==> config.mk <==
export PLATFORM = sky130hd
export DESIGN_NAME = mesh_router
export DESIGN_NICKNAME = d
export VERILOG_FILES = /design/src/rtl/mesh_router.sv
export SDC_FILE = /design/constraint.sdc
export NUM_CORES = 1
export LEC_CHECK = 0
export ABC_AREA = 1
export BUFFER_PORTS_ARGS = -buffer_cell sky130_fd_sc_hd__clkbuf_2
export CORE_MARGIN = 1.5
export CORE_UTILIZATION = 45
export DETAILED_ROUTE_END_ITERATION = 7
export GPL_TIMING_DRIVEN = 0
export MAX_ROUTING_LAYER = met4
export PLACE_DENSITY = 0.65
export SETUP_SLACK_MARGIN = 0.02
export SYNTH_ARGS = -nofsm -noshare
export SYNTH_HDL_FRONTEND = slang
export SYNTH_SLANG_ARGS = --single-unit
==> constraint.sdc <==
create_clock -name clk -period 6.7 [get_ports clk]
set_input_delay 1.34 -clock clk [delete_from_list [all_inputs] [get_ports clk]]
set_output_delay 1.34 -clock clk [all_outputs]
set_load 0.05 [all_outputs]
==> src/rtl/mesh_router.sv <==
// Parametrised 5-port XY wormhole mesh router: per-input flit FIFOs and FSMs,
// per-output credit counters and round-robin allocation with wormhole locking.
module mesh_router #(
    parameter int X_ID      = 0,
    parameter int Y_ID      = 0,
    parameter int MESH_X    = 4,
    parameter int MESH_Y    = 4,
    parameter int COORD_W   = 2,
    parameter int FLIT_W    = 17,
    parameter int BUF_DEPTH = 4
) (
    input  logic                clk,
    input  logic                rst,
    input  logic [5*FLIT_W-1:0] data_i,
    input  logic [4:0]          credit_i,
    output logic [5*FLIT_W-1:0] data_o,
    output logic [4:0]          credit_o,
    output logic [4:0]          err_o
);
    localparam int PTR_W = $clog2(BUF_DEPTH);
    localparam int CNT_W = $clog2(BUF_DEPTH + 1);
    localparam logic [CNT_W-1:0]   CNT_MAX = CNT_W'(BUF_DEPTH);
    localparam logic [COORD_W-1:0] X_C = COORD_W'(X_ID);
    localparam logic [COORD_W-1:0] Y_C = COORD_W'(Y_ID);
    localparam logic [2:0] P_L = 3'd0;
    localparam logic [2:0] P_S = 3'd1;
    localparam logic [2:0] P_W = 3'd2;
    localparam logic [2:0] P_E = 3'd3;
    localparam logic [2:0] P_N = 3'd4;
    // Edge ports are switched off at elaboration from the router's mesh position.
    localparam logic [4:0] PORT_EN = {(Y_ID > 0), (X_ID < MESH_X - 1), (X_ID > 0),
                                      (Y_ID < MESH_Y - 1), 1'b1};

    typedef enum logic [1:0] {S_IDLE, S_REQ, S_FWD, S_DRAIN} in_state_e;
    typedef logic [FLIT_W-1:0] flit_t;

    flit_t            fifo_mem [5][BUF_DEPTH];
    logic [PTR_W-1:0] wr_ptr_q [5];
    logic [PTR_W-1:0] rd_ptr_q [5];
    logic [CNT_W-1:0] count_q  [5];
    logic [CNT_W-1:0] count_d  [5];
    in_state_e        state_q  [5];
    logic [2:0]       route_q  [5];
    logic [4:0]       busy_q;
    logic [2:0]       rr_q     [5];
    logic [CNT_W-1:0] credit_q [5];
    logic [CNT_W-1:0] credit_d [5];
    flit_t            data_o_q [5];

    flit_t      din      [5];
    flit_t      front    [5];
    logic [2:0] route_c  [5];
    logic [2:0] tgt      [5];
    logic [4:0] gnt      [5];
    logic [2:0] gnt_idx  [5];
    flit_t      out_flit [5];
    logic [4:0] req, fwd, pop, do_push, err_set, granted, out_v, out_tail;

    for (genvar gi = 0; gi < 5; gi++) begin : g_port
        assign din[gi] = data_i[gi*FLIT_W +: FLIT_W];
        assign data_o[gi*FLIT_W +: FLIT_W] = data_o_q[gi];
    end

    // XY route of the flit at each FIFO front; the stored route is used once past IDLE.
    always_comb begin
        for (int i = 0; i < 5; i++) begin
            front[i] = fifo_mem[i][rd_ptr_q[i]];
            if (front[i][2*COORD_W-1:COORD_W] > X_C)      route_c[i] = P_E;
            else if (front[i][2*COORD_W-1:COORD_W] < X_C) route_c[i] = P_W;
            else if (front[i][COORD_W-1:0] > Y_C)         route_c[i] = P_S;
            else if (front[i][COORD_W-1:0] < Y_C)         route_c[i] = P_N;
            else                                          route_c[i] = P_L;
            tgt[i] = (state_q[i] == S_IDLE) ? route_c[i] : route_q[i];
            req[i] = ((state_q[i] == S_IDLE) && (count_q[i] != '0) && front[i][FLIT_W-2]
                      && PORT_EN[route_c[i]]) || (state_q[i] == S_REQ);
        end
    end

    always_comb begin
        int idx;
        idx     = 0;
        granted = '0;
        for (int o = 0; o < 5; o++) begin
            gnt[o]     = '0;
            gnt_idx[o] = '0;
            if (PORT_EN[o] && !busy_q[o] && (credit_q[o] != '0)) begin
                for (int k = 1; k <= 5; k++) begin
                    idx = (int'(rr_q[o]) + k) % 5;
                    if ((gnt[o] == '0) && req[idx] && (tgt[idx] == 3'(o))) begin
                        gnt[o][idx] = 1'b1;
                        gnt_idx[o]  = 3'(idx);
                    end
                end
            end
            granted = granted | gnt[o];
        end
    end

    always_comb begin
        for (int i = 0; i < 5; i++) begin
            fwd[i]     = 1'b0;
            pop[i]     = 1'b0;
            err_set[i] = 1'b0;
            case (state_q[i])
                S_IDLE: if (count_q[i] != '0) begin
                    if (!front[i][FLIT_W-2]) begin
                        pop[i]     = 1'b1;
                        err_set[i] = 1'b1;
                    end else if (!PORT_EN[route_c[i]]) begin
                        err_set[i] = 1'b1;
                    end else begin
                        fwd[i] = granted[i];
                    end
                end
                S_REQ:   fwd[i] = granted[i];
                S_FWD:   fwd[i] = (count_q[i] != '0) && (credit_q[route_q[i]] != '0);
                S_DRAIN: pop[i] = (count_q[i] != '0);
                default: fwd[i] = 1'b0;
            endcase
            pop[i] = pop[i] | fwd[i];
            // A pop in the same cycle frees the slot, so a push into a full FIFO survives.
            do_push[i] = PORT_EN[i] && din[i][FLIT_W-1] && ((count_q[i] != CNT_MAX) || pop[i]);
            if (PORT_EN[i] && din[i][FLIT_W-1] && (count_q[i] == CNT_MAX) && !pop[i]) begin
                err_set[i] = 1'b1;
            end
            err_set[i] = err_set[i] & PORT_EN[i];
            count_d[i] = count_q[i] + CNT_W'(do_push[i]) - CNT_W'(pop[i]);
        end
    end

    always_comb begin
        for (int o = 0; o < 5; o++) begin
            out_v[o]    = 1'b0;
            out_flit[o] = '0;
            for (int i = 0; i < 5; i++) begin
                if (fwd[i] && (tgt[i] == 3'(o))) begin
                    out_v[o]    = 1'b1;
                    out_flit[o] = front[i];
                end
            end
            out_tail[o] = out_flit[o][FLIT_W-3];
            credit_d[o] = credit_q[o];
            if (out_v[o] && !(credit_i[o] && PORT_EN[o])) begin
                credit_d[o] = credit_q[o] - CNT_W'(1);
            end else if (!out_v[o] && credit_i[o] && PORT_EN[o] && (credit_q[o] != CNT_MAX)) begin
                credit_d[o] = credit_q[o] + CNT_W'(1);
            end
        end
    end

    always_ff @(posedge clk) begin
        for (int i = 0; i < 5; i++) begin
            if (do_push[i]) fifo_mem[i][wr_ptr_q[i]] <= din[i];
        end
    end

    always_ff @(posedge clk or negedge rst) begin
        if (!rst) begin
            for (int i = 0; i < 5; i++) begin
                wr_ptr_q[i] <= '0;
                rd_ptr_q[i] <= '0;
                count_q[i]  <= '0;
                state_q[i]  <= S_IDLE;
                route_q[i]  <= P_L;
                rr_q[i]     <= '0;
                credit_q[i] <= CNT_MAX;
                data_o_q[i] <= '0;
            end
            busy_q   <= '0;
            credit_o <= '0;
            err_o    <= '0;
        end else begin
            for (int i = 0; i < 5; i++) begin
                wr_ptr_q[i] <= wr_ptr_q[i] + PTR_W'(do_push[i]);
                rd_ptr_q[i] <= rd_ptr_q[i] + PTR_W'(pop[i]);
                count_q[i]  <= count_d[i];
                case (state_q[i])
                    S_IDLE: if ((count_q[i] != '0) && front[i][FLIT_W-2]) begin
                        route_q[i] <= route_c[i];
                        if (!PORT_EN[route_c[i]])     state_q[i] <= S_DRAIN;
                        else if (!granted[i])         state_q[i] <= S_REQ;
                        else if (!front[i][FLIT_W-3]) state_q[i] <= S_FWD;
                    end
                    S_REQ:   if (granted[i]) state_q[i] <= front[i][FLIT_W-3] ? S_IDLE : S_FWD;
                    S_FWD:   if (fwd[i] && front[i][FLIT_W-3]) state_q[i] <= S_IDLE;
                    S_DRAIN: if (pop[i] && front[i][FLIT_W-3]) state_q[i] <= S_IDLE;
                    default: state_q[i] <= S_IDLE;
                endcase
            end
            for (int o = 0; o < 5; o++) begin
                credit_q[o] <= credit_d[o];
                data_o_q[o] <= out_flit[o];
                // A single-flit packet never locks the output.
                if (!busy_q[o]) begin
                    if (gnt[o] != '0) begin
                        rr_q[o]   <= gnt_idx[o];
                        busy_q[o] <= !out_tail[o];
                    end
                end else if (out_v[o] && out_tail[o]) begin
                    busy_q[o] <= 1'b0;
                end
            end
            credit_o <= pop & PORT_EN;
            err_o    <= err_o | err_set;
        end
    end
endmodule

# --- Word-level counts from Yosys, hierarchy flattened ---
# Memory sizes are Yosys's and may differ from the RTL's.
# Index checks and enable logic that the tools add are counted.
classes:
  mux: 404
  n_div: 15
  n_lt_le_gt_ge: 86
  n_eq_ne: 79
  n_reduce_logical: 213
  bitwise_logic: 51
  add_sub_neg: 39
  multipliers: 0
  n_shift: 0
op_table:
  columns: ["op", "n"]
  rows:
  - ["17-bit two-way mux", 38]
  - ["32-bit by 1-bit greater-or-equal comparator with 1-bit output, second input constant", 15]
  - ["32-bit by 4-bit greater-or-equal comparator with 1-bit output, second input constant", 15]
  - ["32-bit by 5-bit less-than comparator with 1-bit output, second input constant", 15]
  - ["32-bit by 4-bit modulo with 32-bit output, second input constant", 15]
  - ["32-bit NOT", 15]
  - ["3-bit two-way mux", 89]
  - ["68-bit two-way mux", 3]
  - ["3-bit binary-select mux with 3-bit select", 20]
  - ["17-bit binary-select mux with 2-bit select", 5]
  - ["5-bit two-way mux", 30]
  - ["1-bit logical AND", 131]
  - ["1-bit two-way mux", 131]
  - ["17-bit demux with 2-bit select", 3]
  - ["2-bit two-way mux", 40]
  - ["5-bit bitwise OR", 14]
  - ["5-bit zero test", 12]
  - ["1-bit binary-select mux with 3-bit select", 15]
  - ["1-bit demux with 3-bit select", 15]
  - ["3-bit by 2-bit == test with 1-bit output, second input constant", 15]
  - ["2-bit one-hot mux with 4 select lines", 5]
  - ["3-bit nonzero test", 13]
  - ["3-bit by 1-bit == test with 1-bit output, second input constant", 10]
  - ["3-bit zero test", 10]
  - ["35 further kinds", 213]
word_totals:
  output_inout_bits: 95
  memories: 6
  latchBits: 0
  register_bits: 178
  wordCells: 932
  ramBits: 340
  in_bits: 92
  rom_bits: 40
memory_table:
  columns: ["name", "depth", "width", "read_ports", "rd_clocked_by_memory_dff", "write_ports", "line", "text"]
  rows:
  - ["fifo_mem", 5, 68, 5, 0, 3, "37", "flit_t fifo_mem [5][BUF_DEPTH];"]
  - ["(name not given)", 8, 1, 1, 0, 0, "180", "if (!PORT_EN[route_c[i]]) state_q[i] <= S_DRAIN;"]
  - ["(name not given)", 8, 1, 1, 0, 0, "180", null]
  - ["(name not given)", 8, 1, 1, 0, 0, "180", null]
  - ["(name not given)", 8, 1, 1, 0, 0, "180", null]
  - ["(name not given)", 8, 1, 1, 0, 0, "180", null]

# --- Longest topological paths before layout ---
# Gate-level depths: netlist of the first run.
logic_depth:
  depth_word: 56
  mapped_depth: 45
  ltp_nobuf: 44

# --- Worst setup path after synthesis of the first run ---
# OpenSTA, ideal clock, no wires.
synth_timing:
  path_type: "register to register"
  from: "register rr_q[3] in the netlist's numbering"
  to: "memory fifo_mem[0][100] in the netlist's numbering (enable)"
  stages_incl_launch_ff: 38
  required_time_ns: 6.287
  setup_time_ns: 0.413
  period_less_slack_ns: 6.668
  arrival_time_ns: 6.255
  setup_slack_ns: 0.032
  n_path_buf: 1
  path_cell_list: "dfrtp_1 -> inv_2 -> buf_2 -> ha_1 -> inv_1 -> ha_1 -> nor2_1 -> nand2_1 -> nand2_2 -> xor2_1 -> inv_1 -> ha_1 -> or2_2 -> nand2_2 -> nand3_2 -> nand2_1 -> o21ai_4 -> nor2_2 -> [2 not listed] -> nand2_1 -> nor2_2 -> nand3_1 -> nor2_2 -> nand3_1 -> nand3_1 -> nor2_2 -> nand2_1 -> nand2_2 -> nor2_2 -> nand3_2 -> nand2_2 -> nand2_4 -> nand4_4 -> nand2_1 -> nand4_1 -> nand2_1 -> nor3_1"
synth_rtl:
  columns: ["element", "line", "text"]
  rows:
  - ["start: declaration", "45", "logic [2:0] rr_q [5];"]
  - ["start signal: indexed assignment", "196", "rr_q[o] <= gnt_idx[o];"]
  - ["end: declaration", "37", null]

==> results.md, run 1 <==
- The flow ran to the end, and the final reports show no timing, DRC or antenna violations.
- In the global route stage, overall resource usage came out at 24.55%.
- The clock latency on the worst-skew pair is 0.57 ns.
- The number of buffers created by CTS is 36.
- The slowest stage of the critical path belongs to the cell dfrtp_2.
- The wire length after detailed routing is slightly below 60,000 µm.
- The worst stage delay on the critical path is 0.42 ns.
- The cell at the root of the clock tree is clkbuf_16.
- The total via count in the routed design is 18,334.
- The number of hold buffers added after cts is 0.
- The CTS H-tree depth is 2.
- The area fraction of the dominant cell type after synthesis is 28.47%.
- The number of placed instances, taps included, is 3,288.
- Sorting the synthesized cells by how often they occur yields nand2_1, inv_1, nor2_1.
- For this run, the share of the core covered by cells in the final layout is 53.36%.
- For the pin with the worst max-slew slack, the measured transition is 0.9780 ns.
- After detailed routing, the average wire length per cell comes to 17.64 µm.
- Setup violations remaining at the end of the flow were counted as 0.
- The category of cells accounting for the largest share of critical-path delay is simple AND/OR/NAND/NOR gates.
- The count of input and output buffers is roughly 130.
- The Yosys warning count is 0.
- The classification of the worst-slack hold path is reg -> reg.
- The number of nets in the layout is 2,972.
- The worst path meets setup with around 0.54 ns of slack.
- During I/O placement, the number of pins put on the boundary was 187.
- The setup TNS is 0 ns.
- The total half-perimeter wirelength after legalization and detailed placement is 45,020 µm.
- Using the TritonRoute via totals, the vias-per-cell ratio works out to 5.423.
- The core box area is around 0.047 mm².
- Based on the critical path, the design can be clocked at up to 162.4 MHz.
- The part of the Yosys area used for sequential elements is approximately 44%.
- The number of cells in the finished layout apart from fillers is 3,381.
- The kind of start point of the critical path is a flop.
- After floorplanning, the core was divided into 79 placement rows.
- The period utilization is 91.88%.
- The netlist uses 72 different library cells.
- The initial detailed-routing violation count is roughly 1,200.
- The initial cell density of the core is 45.93%.
- TritonCTS built the clock tree.
- The growth of design area from synthesis to finish is 16.18%.
- The fraction of registers with async set/reset is just under 40%.
- The leading register cell type out of synthesis is edfxtp_1.
- The maximum fanout encountered on the critical timing path is 14.
- The via count of the first global-routing pass is 17,658.
- Averaged over all synthesized cells, the footprint is between 8 and 9 µm².
- The global-route wire length before repair is 93,810 µm.
- The cell area after synthesis is around 0.022 mm².
- Synthesis produced a netlist whose cell count is around 2,500.
- Across the run, the number of max-cap violations was 0.
- The final routed DRC violation total is 0.
- The post-route clock skew is 0.02963 ns.
- The pin count of the biggest net entering global routing is 97.
- The global placer's final weighted congestion is 0.9223.
- Setup repair after global routing could not meet its margin everywhere.
- The data required time of the worst path is 7.13 ns.
- In the final layout, the share of cells above drive strength 1 is 20.03%.
- The die span in x is 221.7 µm.
- The post-route antenna net violation count is 0.
- For the finished layout, the period the worst path requires is 6.156 ns.
- The number of antenna violations at the first check in global routing is 3.
- The maximum buffer depth of the clock tree is 3.
- The critical setup path kind is reg -> reg.
- In this run, synthesis inferred 204 flip-flops with an integrated enable.
- For this run, the detailed router's first-pass iteration total came to 7.
- edfxtp_1 takes more of the synthesized area than any other cell.
- Timing analysis after detailed placement gives a worst setup slack of -0.7129 ns.
- The final number of hold-violating endpoints is 0.
- Counting stages on the worst path, the most repeated cell is nand3_1.
- The clock net sink count is 335.
- The count of pins over their slew limit is 0.
- The arrival time of data at the critical path endpoint is 6.58 ns.
- The post-synthesis register bit count is 335.
- The total grt overflow is 0.
- In this run the tightest slew margin relative to its limit is 34.80%.
- The worst setup path is captured at a flop.
- The full die area is 0.04914 mm².
- The die is 221.7 µm tall.
- In the post-synthesis netlist, the biggest area contributors are edfxtp_1, dfrtp_1, nand2_1, ha_1, nand3_1.
- After clock tree synthesis, the clock-pin slew on the worst setup and hold paths is approximately 0.06 ns.
- The leading cell type by number of instances after synthesis is nand2_1.
- The sum of buffers and inverters on the critical path is 6.
## worst min-delay path: stages (launching register included)
cell	delay [ns]
dfstp_2	0.37
nand2_1	0.06
nand2_1	0.04
## cell families after synthesis
| family | after synthesis | share of synthesized area (%) |
|---|---|---|
| XOR/XNOR | 42 | 1.971 |
| other | 1 | 0.01743 |
| AND/OR/NAND/NOR | 1184 | 25.76 |
| buffers and inverters | 401 | 8.431 |
| multiplexers | 1 | 0.05232 |
| AO/OA/AOI/OAI | 415 | 11.87 |
| adder cells (fa/ha/maj) | 137 | 8.175 |
| flip-flops | 335 | 43.72 |
## final cells by class
type                            count  area [µm²]
Fill cell                        4338       21850
Buffer                             93       639.4
Tap cell                          607       759.5
Clock inverter                     19       246.5
Clock buffer                       47        1013
Inverter                          308        1200
Antenna cell                        3       7.507
Multi-Input combinational cell   1800       10680
Sequential cell                   335        9418
Timing Repair Buffer              169        1039
## metrics by stage
step | hold slack [ns] | cell area [µm²]
floorplan | 0.4416 | 21590
global placement | 0.4530 | 23000
detailed placement | 0.4561 | 23270
CTS | 0.4644 | 24640
global route | 0.4884 | 25000
finish | 0.4691 | 25000
## state kept, by name, summed over array words and instances (netlist names)
signal	cells
state_q	6
count_q	9
err_o	3
fifo_mem	204
credit_q	12
credit_o	3
data_o	68
route_q	6
rr_q	9
rd_ptr_q	6
wr_ptr_q	6
busy_q	3
## cells in the final DEF (no fill, tap or decap), types with 7 or more instances in the layout
cell type / n
dfrtp_2: 7
a32oi_1: 25
nand3_2: 29
nand2_1: 520
a21oi_1: 70
buf_4: 57
clkbuf_8: 8
clkbuf_16: 37
edfxtp_1: 204
nand2_4: 11
clkbuf_1: 27
o31ai_1: 8
buf_2: 19
conb_1: 21
nor3_1: 25
buf_6: 22
nand2_2: 57
o21ai_0: 118
clkbuf_2: 128
clkinvlp_4: 8
o21ai_1: 41
a31oi_1: 61
nor2_2: 19
o21ai_2: 14
nor2_1: 223
ha_1: 125
nor2_4: 12
o22ai_1: 25
dfrtp_1: 120
inv_1: 256
xor2_1: 26
inv_2: 37
nand3_1: 202
o21bai_1: 7
nor3_2: 7
o211ai_1: 9
nand4_1: 36
## worst paths after layout
check | startpoint | depth (start not counted) | endpoint | slack (ns)
worst min register to register | credit_q[8]$_DFFE_PN1P_ | 2 | credit_q[8]$_DFFE_PN1P_ | 0.47
worst min-delay path | credit_q[8]$_DFFE_PN1P_ | 2 | credit_q[8]$_DFFE_PN1P_ | 0.47
max in group asynchronous | rst | 2 | rr_q[13]$_DFFE_PN0P_ | 5.19
worst max-delay path | rr_q[3]$_DFFE_PN0P_ | 39 | count_q[5]$_DFF_PN0_ | 0.54
worst max register to register | rr_q[3]$_DFFE_PN0P_ | 39 | count_q[5]$_DFF_PN0_ | 0.54
min in group asynchronous | rst | 1 | data_o[41]$_DFF_PN0_ | 0.69
## metal layers
metal	up-vias	routed length [µm]	GRT usage, %
met5	-	0	-
met4	0	1795	7.888
met3	111	3100	3.061
met2	556	29480	41.71
met1	8734	25250	30.43
li1	8933	-	-
## timing repair
item                                    4_1_cts  5_1_grt
setup buffers                                 3       21
endpoints found under the setup margin      236      217
gates resized for setup                      20       40
pin swaps                                     0        7
Power of run 1 is left out: the tool's default activity adds up to more than one toggle a clock period on the data nets, which glitch-free logic cannot reach.
==> run 2: changes to the inputs <==
--- a/config.mk
+++ b/config.mk
@@ -5,7 +5,6 @@
 export SDC_FILE = /design/constraint.sdc
 export NUM_CORES = 1
 export LEC_CHECK = 0
-export ABC_AREA = 1
 export BUFFER_PORTS_ARGS = -buffer_cell sky130_fd_sc_hd__clkbuf_2
 export CORE_MARGIN = 1.5
 export CORE_UTILIZATION = 45
@@ -13,7 +12,7 @@
 export GPL_TIMING_DRIVEN = 0
 export MAX_ROUTING_LAYER = met4
 export PLACE_DENSITY = 0.65
-export SETUP_SLACK_MARGIN = 0.02
+export SETUP_SLACK_MARGIN = 0.15
 export SYNTH_ARGS = -nofsm -noshare
 export SYNTH_HDL_FRONTEND = slang
 export SYNTH_SLANG_ARGS = --single-unit
==> results.md, run 2 <==
- The run finished with clean final reports.
- The global-route wire length before repair is 108,600 µm.
- Data on the critical path is required at its endpoint by ~7.1 ns.
- The category of cells accounting for the largest share of critical-path delay is simple AND/OR/NAND/NOR gates.
- The number of ports placed on the die boundary is 187.
- For this run, the total global-route usage over all layers was measured as roughly 28%.
- The cell area power density is 576.3 mW/mm².
- The highest-utilization routing layer at the global route stage is met2.
- The die covers between 0.05 and 0.06 mm².
- Counting I/O delays and the setup requirement, the final critical path takes 6.648 ns.
- In the global route stage, met2 resource usage came out at 45.81%.
- By startpoint and endpoint, the worst setup path is classified as reg -> reg.
- The unique cell type count in the Yosys netlist is ~110.
- Counting flops with an async set or reset pin after synthesis yields a share of 39.10%.
- By count the netlist is led by nand2_1, edfxtp_1, ha_1.
- The post-route antenna net violation count is 0.
- The static power due to leakage is 11.25 nW.
- The nature of the critical path endpoint is a flop.
- Across all layers, the routed design uses 19,789 vias.
- The arrival time of data at the critical path endpoint is 7.05 ns.
- nand2_1 is the most common cell in the netlist.
- In this run the worst path has a maximum fanout of 6.
- Once the floorplan was initialized, standard cells occupied between 40% and 50% of the core.
- After floorplanning, the core was divided into between 80 and 90 placement rows.
- After clock tree synthesis, the clock-pin slew on the worst setup and hold paths is 0.07 ns.
- The clock arrives with 0.01650 ns of skew.
- The vertical die dimension is 226.7 µm.
- The tightest hold path in the finished design has a slack of 0.4924 ns.
- The number of detailed-routing iterations run before antenna repair is 6.
- Max-cap violations in this run came to 0.
- In this run the number of H-tree levels came out at 2.
- The maximum buffer depth of the clock tree is 3.
- The later pin in the worst-skew pair is clocked with a latency of approximately 0.53 ns.
- The top cell types in the final layout, fill and taps aside, are nand2_1, edfxtp_1, buf_4.
- At the pin with the least slew margin, the transition time is 1.204 ns.
- The period utilization is between 90% and 100%.
- The largest single stage delay on the critical path is 0.55 ns.
- The met1 usage is 36.27%.
- The wire length after detailed routing is 72,180 µm.
- The area fraction of the dominant cell type after synthesis is a little over a quarter.
- STA classifies the critical path startpoint as a flop.
- The count of pins over their slew limit came to 0.
- The count of flip-flops with a built-in enable after synthesis is approximately 200.
- The cell area after synthesis is 0.02251 mm².
- For this design, the sink count on the clock tree is 335.
- The analysis attributes to net switching a power of 7.892 mW.
- The design draws 16.40 mW.
- The average instance area after synthesis is 10.26 µm².
- The combinational fraction of design power is 68.9%.
- The final-layout fill cell count is just over 4,000.
- Setup repair after global routing could not meet its margin everywhere.
- Hold repair after CTS inserted 0 buffers.
- Among all flip-flop cells after synthesis, the most frequent one is edfxtp_1.
- VDD sags by at most 0.0002496 V.
- The pin count of the biggest net entering global routing is 97.
- By area the synthesized netlist is led by edfxtp_1, dfrtp_1, ha_1, mux4_2, nand2_1.
- The final number of hold-violating endpoints is 0.
- The switching power share of the total is 48.14%.
- The die span in x is about 230 µm.
- The most common cell after layout, fill and taps aside is nand2_1.
- The biggest area contributor in the post-synthesis netlist is edfxtp_1.
- Cells with a size suffix above 1 make up between 30% and 40% of the layout.
- The most frequent cell on the critical path is ha_4.
- During placement, the flow inserted port buffers numbering 127.
- TritonCTS created 34 clock buffers.
- The fraction of power consumed by sequential logic is a little under a fifth.
- CTS placed an instance of clkbuf_16 at the clock tree root.
- The clock share of power is roughly an eighth.
- The post-synthesis register bit count is 335.
- The internal power contribution is 8.504 mW.
- Static timing analysis puts the maximum clock frequency at 150.4 MHz.
- Routability-driven placement finished with a final weighted congestion of 0.9876.
- The core box area is 0.04915 mm².
- The number of buffers and inverters on the critical path is 9.
- The Yosys warning count is 0.
- The total grt overflow is 0.
- The average wire length per cell after detail routing is around 22 µm.
- The min-delay analysis places its worst path in the category reg -> reg.
- The net count of the finished layout is between 2,000 and 3,000.
- The count of final setup violators is 0.
- The wire-length estimate of the detail-placed layout is 51,200 µm.
- The flip-flop count of the largest register, all copies and words added is 204.
- The slowest stage of the critical path is the or4b_4 cell.
- The via count of the first global-routing pass came to 18,711.
- The flip-flop and latch area is 0.009418 mm².
- The part of the Yosys area used for sequential elements is 41.80%.
- Global routing used 3.732% of the available met3 tracks.
- In the routed layout, each cell is associated on average with a via count of 6.138.
- The number of antenna violations at the first check in global routing is 2.
- The synthesized instance count is 2,195.
- The relative max-transition margin is about a fifth.
- In this run, the number of DRC markers left after iteration 0 of detailed routing was just under 2,000.
- The combined area of the multi-input logic cells is roughly 0.014 mm².
- In the routed design, unresolved DRC markers number 0.
- The clock tree from TritonCTS is built.
- The area growth from synthesis to layout is 26.38%.
[run 2: layout make-up]
| cell class | instances | area share [%] |
|---|---|---|
| diodes | 2 | 0.01759 |
| plain buffers | 132 | 3.430 |
| clock buffers | 43 | 3.254 |
| clock inverters | 19 | 0.8092 |
| inverters | 126 | 1.917 |
| multi-input cells | 1619 | 47.59 |
| flip-flops and latches | 335 | 33.10 |
| well taps | 664 | 2.920 |
| repair buffers | 284 | 6.962 |
[run 2: cell families (layout without fill, tap and decap cells)]
family	count (synthesis)	count (layout)	share of synthesized area, %
compound gates	593	593	18.74
xor+xnor	47	47	1.979
fa+ha+maj	137	137	7.815
buf+inv	261	604	4.991
flops	335	335	41.80
mux	126	126	8.759
other cells	1	23	0.01666
simple gates	695	695	15.90
[run 2: per-stage QoR]
| step | utilization [%] | instance area [µm²] | worst slack (ns) | setup TNS (ns) | instances |
|---|---|---|---|---|---|
| 3_5_place_dp | 50.16 | 24650 | -1.350 | -198.06 | 3016 |
| 2_1_floorplan | - | 22960 | 0.1666 | 0 | 2215 |
| 4_1_cts | 55.18 | 27120 | 0.1129 | 0 | 3151 |
| 5_1_grt | 57.88 | 28450 | -0.1158 | -0.1422 | 3224 |
| 6_report | 57.88 | 28450 | 0.05204 | 0 | 3224 |
| 3_3_place_gp | 49.70 | 24430 | -1.950 | -319.03 | 3006 |
[run 2: worst paths after layout]
path	startpoint	endpoint	slack [ns]	cells after the start
setup / recovery	rr_q[9]$_DFFE_PN0P_	count_q[11]$_DFF_PN0_	0.05	34
hold reg to reg	credit_q[6]$_DFFE_PN0P_	credit_q[6]$_DFFE_PN0P_	0.49	1
min in group asynchronous	rst	data_o[14]$_DFF_PN0_	0.75	1
hold / removal	credit_q[6]$_DFFE_PN0P_	credit_q[6]$_DFFE_PN0P_	0.49	1
max in group asynchronous	rst	rr_q[4]$_DFFE_PN0P_	5.11	2
setup reg to reg	rr_q[9]$_DFFE_PN0P_	count_q[11]$_DFF_PN0_	0.05	34
[run 2: power by group through the flow]
| stage | Clock [mW] | Combinational (mW) | Sequential [mW] |
|---|---|---|---|
| detailed placement | 0 | 9.07 | 3.17 |
| finish | 1.97 | 11.3 | 3.13 |
| global placement | 0 | 8.83 | 3.15 |
| global route | 2.08 | 12.1 | 3.18 |
| floorplan | 0 | 6.29 | 3.30 |
| CTS | 2.00 | 10.1 | 3.12 |
[run 2: repair_timing]
| item | CTS | global route |
|---|---|---|
| resized for setup | 148 | 188 |
| buffers inserted | 75 | 72 |
| setup endpoints to repair | 317 | 242 |
| pin swaps | 65 | 93 |
[run 2: per-layer routing]
| metal | vias up | part of all wire, % | routed length [µm] |
|---|---|---|---|
| met5 | - | 0 | 0 |
| met4 | 0 | 3.5 | 2525 |
| met3 | 170 | 6.5 | 4708 |
| met2 | 810 | 48 | 34910 |
| met1 | 9887 | 42 | 30040 |
| li1 | 8922 | - | - |
No activity file was read; power rests on OpenSTA's default activity.
